==> config.mk <==
export PLATFORM = sky130hd
export DESIGN_NAME = mem_port_arbiter
export DESIGN_NICKNAME = d
export VERILOG_FILES = /design/src/rtl/mem_port_arbiter.sv
export SDC_FILE = /design/constraint.sdc
export NUM_CORES = 1
export LEC_CHECK = 0
export CAP_MARGIN = 15
export CORE_AREA = 2 2 116 118
export CTS_BUF_LIST = sky130_fd_sc_hd__clkbuf_8
export CTS_CLUSTER_DIAMETER = 200
export DETAILED_ROUTE_END_ITERATION = 12
export DIE_AREA = 0 0 118 120
export DONT_BUFFER_PORTS = 1
export MAX_ROUTING_LAYER = met4
export SYNTH_ARGS = -nofsm -noshare
export SYNTH_HDL_FRONTEND = slang
export SYNTH_SLANG_ARGS = --single-unit
==> constraint.sdc <==
create_clock -name clk -period 2.9 [get_ports clk]
set_input_delay 0.29 -clock clk [delete_from_list [all_inputs] [get_ports clk]]
set_output_delay 0.29 -clock clk [all_outputs]
set_load 0.05 [all_outputs]
==> src/rtl/mem_port_arbiter.sv <==
// Unified memory port arbiter: fetch, data and debug loader share one memory macro.
// Optional MEM_ARB_FIXED_PRIO_EN selects fixed priority D > IF > DBG instead of round-robin.
module mem_port_arbiter #(
    parameter int ADDR_W  = 32,
    parameter int DATA_W  = 32,
    parameter int MEM_LAT = 1
) (
    input  logic              clk,
    input  logic              RST,
    input  logic              if_req,
    input  logic [ADDR_W-1:0] if_addr,
    output logic              if_ack,
    input  logic              d_req,
    input  logic              d_we,
    input  logic [ADDR_W-1:0] d_addr,
    input  logic [DATA_W-1:0] d_wdata,
    output logic              d_ack,
    input  logic              dbg_req,
    input  logic              dbg_we,
    input  logic [ADDR_W-1:0] dbg_addr,
    input  logic [DATA_W-1:0] dbg_wdata,
    output logic              dbg_ack,
    output logic [DATA_W-1:0] rdata,
    output logic              busy,
    output logic              mem_en,
    output logic              mem_we,
    output logic [ADDR_W-1:0] mem_addr,
    output logic [DATA_W-1:0] mem_wdata,
    input  logic [DATA_W-1:0] mem_rdata
);

    typedef enum logic [1:0] {IDLE, ISSUE, WAIT, RESP} state_t;

    state_t            state, next_state;
    logic [1:0]        winner;
    logic [1:0]        gnt;
    logic [3:0]        cnt;
    logic [2:0]        req;
    logic              sel_we;
    logic [ADDR_W-1:0] sel_addr;
    logic [DATA_W-1:0] sel_wdata;

    // Requester ids: 0 = fetch, 1 = data, 2 = debug loader.
    assign req = {dbg_req, d_req, if_req};

`ifdef MEM_ARB_FIXED_PRIO_EN
    function automatic logic [1:0] pick_fixed(input logic [2:0] r);
        if (r[1])      return 2'd1;
        else if (r[0]) return 2'd0;
        else           return 2'd2;
    endfunction

    assign gnt = pick_fixed(req);
`else
    logic [1:0] last;

    // Scan from furthest to nearest so the requester right after lst wins.
    function automatic logic [1:0] pick_rr(input logic [2:0] r, input logic [1:0] lst);
        logic [1:0] idx;
        logic [1:0] res;
        res = 2'd0;
        for (int k = 3; k >= 1; k--) begin
            idx = 2'((int'(lst) + k) % 3);
            if (r[idx]) res = idx;
        end
        return res;
    endfunction

    assign gnt = pick_rr(req, last);
`endif

    always_comb begin
        sel_we    = 1'b0;
        sel_addr  = if_addr;
        sel_wdata = '0;
        case (gnt)
            2'd1: begin
                sel_we    = d_we;
                sel_addr  = d_addr;
                sel_wdata = d_wdata;
            end
            2'd2: begin
                sel_we    = dbg_we;
                sel_addr  = dbg_addr;
                sel_wdata = dbg_wdata;
            end
            default: ;
        endcase
    end

    always_ff @(posedge clk or negedge RST) begin
        if (!RST) state <= IDLE;
        else      state <= next_state;
    end

    always_comb begin
        next_state = state;
        case (state)
            IDLE:  if (|req) next_state = ISSUE;
            ISSUE: next_state = WAIT;
            WAIT:  if (cnt == 4'd1) next_state = RESP;
            RESP:  next_state = IDLE;
            default: next_state = IDLE;
        endcase
    end

    always_ff @(posedge clk or negedge RST) begin
        if (!RST) begin
            winner    <= 2'd0;
            cnt       <= 4'd0;
            if_ack    <= 1'b0;
            d_ack     <= 1'b0;
            dbg_ack   <= 1'b0;
            rdata     <= '0;
            busy      <= 1'b0;
            mem_en    <= 1'b0;
            mem_we    <= 1'b0;
            mem_addr  <= '0;
            mem_wdata <= '0;
`ifndef MEM_ARB_FIXED_PRIO_EN
            last      <= 2'd2;
`endif
        end else begin
            if_ack  <= 1'b0;
            d_ack   <= 1'b0;
            dbg_ack <= 1'b0;
            rdata   <= '0;
            mem_en  <= 1'b0;
            case (state)
                IDLE: begin
                    if (|req) begin
                        winner    <= gnt;
                        mem_we    <= sel_we;
                        mem_addr  <= sel_addr;
                        mem_wdata <= sel_wdata;
                        mem_en    <= 1'b1;
                        busy      <= 1'b1;
                        cnt       <= 4'(MEM_LAT);
                    end
                end
                WAIT: begin
                    if (cnt == 4'd1) begin
                        rdata   <= mem_we ? '0 : mem_rdata;
                        if_ack  <= (winner == 2'd0);
                        d_ack   <= (winner == 2'd1);
                        dbg_ack <= (winner == 2'd2);
                    end else begin
                        cnt <= cnt - 4'd1;
                    end
                end
                RESP: begin
                    busy <= 1'b0;
`ifndef MEM_ARB_FIXED_PRIO_EN
                    last <= winner;
`endif
                end
                default: ;
            endcase
        end
    end

endmodule

==> results.md <==
### Clock network
* Post-CTS Setup Bufs: 0
* H-tree depth reported by CTS: 3
* cts bufs inserted: 9
* total clock sinks: 112
* Clock Path Buffers: 2
* clock tree root buffer cell: clkbuf_8
* clock transition at the registers of the reported paths: 0.12 ns
* clock tree from TritonCTS: done
* insertion delay of the later-clocked pin in the worst-skew pair: 0.39 ns

### Critical path
* worst setup path startpoint: last[0]
* Req. time, crit path: 3.14 ns
* Critical Path Source Type: flip-flop
* worst reg2reg endpoint: mem_addr[30]
* critical path data arrival time: 2.90 ns
* critical path class: reg -> reg
* r2r worst-path depth: 12
* launching point of the worst reg2reg path: last[0]
* Critical Path End Type: flip-flop
* biggest fanout along the worst timing path: 34
* reg-to-reg slack, setup: 0.24 ns

### Layout
* Antenna Diode Count: 0
* ratio of cells with drive above 1 in the final layout: 6.36%
* total number of nets in the final design: 741
* P&R area growth vs syn: 14.2%

### Run
* max_cap viols: 0

### Yosys
* number of storage elements in the synthesis netlist: 112
* share of async-settable or async-resettable flops after synthesis: 100%
* cell area after synthesis: 5150 um^2
* Yosys top cell area share: 53.9%
* cell type contributing the most total cell area after synthesis: dfrtp_1
* most numerous cell types in the synthesized netlist: dfrtp_1 (111), nand2_1 (72), a22oi_1 (66)
* count of different cell masters after synthesis: 34
* number of instances in the synthesized netlist: 524
* library cell with the highest instance count after synthesis: dfrtp_1
* Yosys Warn Count: 0
* number of nets produced by synthesis: 735
* main flop type after synthesis: dfrtp_1
* largest cells by area after synthesis: dfrtp_1 (54%), a22oi_1 (9.6%), nand2_1 (5.2%), o31ai_1 (4.8%), and2_1 (3.9%)
* Syn Area/Cell: 9.83 um^2
* number of synthesized flops with an enable pin: 0
* sequential-to-total area share from yosys stat: 54.4%

### STA
* minimum period implied by the final worst setup slack: 2.66 ns
* Fin Setup TNS: 0 ns
* setup repair after global routing missed its margin: no
* hold violation total from the final report: 0
* Fin Clk Skew: 0.0158 ns
* final period utilization: 91.9%
* final slew viol count: 0
* Slew HR: 62.8%
* slew at the pin closest to its max-slew limit: 0.559 ns
* count of endpoints failing setup in the final report: 0
* final hold slack: 0.0404 ns
* Max Clk Rate: 375 MHz

### Placed design
* detailed placer's ending HPWL: 9390 um
* number of port buffers: 0
* routability cong.: 0.763

### Detailed routing
* count of antenna-violating nets left after detailed routing: 0
* Routed met1 length: 5310 um
* total length of routed met3 wires: 888 um
* DRT Pass-1 Iters: 4
* number of DRC markers after the initial detailed-route iteration: 164
* highest layer used for signal routing: met4
* wire length per cell after detailed routing: 18.9 um
* total number of vias: 3940
* DR vias/cell: 5.54
* amount of wire on met2 after detailed routing: 6980 um
* drt total wl: 13500 um
* DRC violation count after routing: 0

### Global route
* total global routing overflow: 0
* wire length of the first global-routing pass: 21000 um
* initial antenna violation count: 0
* number of global-route vias before repair: 3904
* maximum number of pins on one net before global-route repair: 113
* global router's overall resource usage: 19.7%

### Outcome
* status: finished clean

### Pwr
* cell area power density: 1430 nW/um^2
* worst ir drop on vdd: 1030 uV
* leakage power summed over all cells: 2.50 nW

### Floorplan
* row cnt: 42
* die height: 120 um
* placeable core area: 13000 um^2
* die outline width: 118 um
* Initial Util: 39.7%
* total die area: 14200 um^2
* I/O pin count: 301

### Hold path
* Hold Crit Class: in -> reg
* Hold Crit Endpoint: rdata[2]
* worst hold path startpoint: mem_rdata[2]
* hold-critical path depth: 1

through the flow:
stage / setup slack (ns) / instances / util (%) / power [mW] / instance area (um^2)
global placement: 0.190 / 663 / 41.0 / 7.27 / 5320
CTS: 0.0594 / 711 / 45.2 / 8.43 / 5860
global route: 0.0166 / 711 / 45.3 / 9.01 / 5880
floorplan: 0.243 / 524 / - / 6.50 / 5150
detailed placement: 0.0898 / 663 / 41.0 / 7.40 / 5320
finish: 0.236 / 711 / 45.3 / 8.38 / 5880
worst max-delay path by stage:
stage / endpoint / slack (ns) / cells after the start
final: mem_addr[30] / 0.24 / 12
after detailed placement: mem_addr[3] / 0.09 / 12
after global routing: mem_addr[27] / 0.02 / 12
after floorplan: mem_wdata[0] / 0.24 / 11
after CTS: mem_addr[3] / 0.06 / 12
after global placement: mem_addr[3] / 0.19 / 11
layout make-up:
| type | count | area [um^2] |
|---|---|---|
| Fill cell | 1203 | 7100 |
| Multi-Input combinational cell | 355 | 2150 |
| Sequential cell | 112 | 2800 |
| Timing Repair Buffer | 41 | 459 |
| Clock inverter | 7 | 80.1 |
| Tap cell | 176 | 220 |
| Clock buffer | 9 | 124 |
| Inverter | 11 | 41.3 |
metal layers:
metal | up-vias | GRT usage [%]
li1 | 1870 | -
met1 | 1859 | 22.0
met2 | 196 | 33.8
met3 | 15 | 4.66
met4 | 0 | 8.73
met5 | - | -
registers in the layout, indices dropped and copies added (netlist names):
name / cells
busy: 1
state: 2
dbg_ack: 1
cnt: 4
winner: 2
mem_we: 1
mem_addr: 32
mem_wdata: 32
mem_en: 1
if_ack: 1
rdata: 32
d_ack: 1
last: 2
power by group:
group	switching, mW	internal [mW]
sequential	2.14	2.08
clock	0.597	0.344
combinational	2.04	1.19
total	4.77	3.61
logic make-up (layout without fill, tap and decap cells):
kind of cell / after synthesis / after routing / synth area share (%)
AND/OR/NAND/NOR: 155 / 155 / 13.9
flip-flops: 112 / 112 / 54.4
AO/OA/AOI/OAI: 184 / 184 / 23.5
adder cells (fa/ha/maj): 12 / 12 / 2.91
multiplexers: 2 / 2 / 0.389
XOR/XNOR: 2 / 2 / 0.340
buffers and inverters: 57 / 68 / 4.52
worst max-delay path: stages (launching register included):
cell and delay (ns):
dfrtp_1 0.41, inv_1 0.09, ha_1 0.41, mux2i_1 0.21, o21ai_0 0.14, a21oi_2 0.26, inv_1 0.08, ha_2 0.19
buf_6 0.19, a22oi_1 0.24, nor2_1 0.07, a21oi_1 0.11, o21ai_0 0.10
layout by cell type, fill, tap and decap left out, drive strengths merged, types with 9 or more instances in the layout:
cell type / Yosys / final
a21oi: 36 / 36
dlygate4sd3: 0 / 31
nor2: 38 / 38
o31ai: 34 / 34
clkbuf: 30 / 9
ha: 12 / 12
nand2: 72 / 72
a22oi: 66 / 66
dfrtp: 111 / 111
and2: 32 / 32
inv: 11 / 14
o21ai: 38 / 38
buf: 16 / 10
timing repair:
action                                  in CTS  in global routing
endpoints found under the setup margin       0                 30
endpoints found under the hold margin      142                  0
gates resized for setup                      0                  4
hold buffers                                32                  0
No activity file was read; power rests on OpenSTA's default activity.
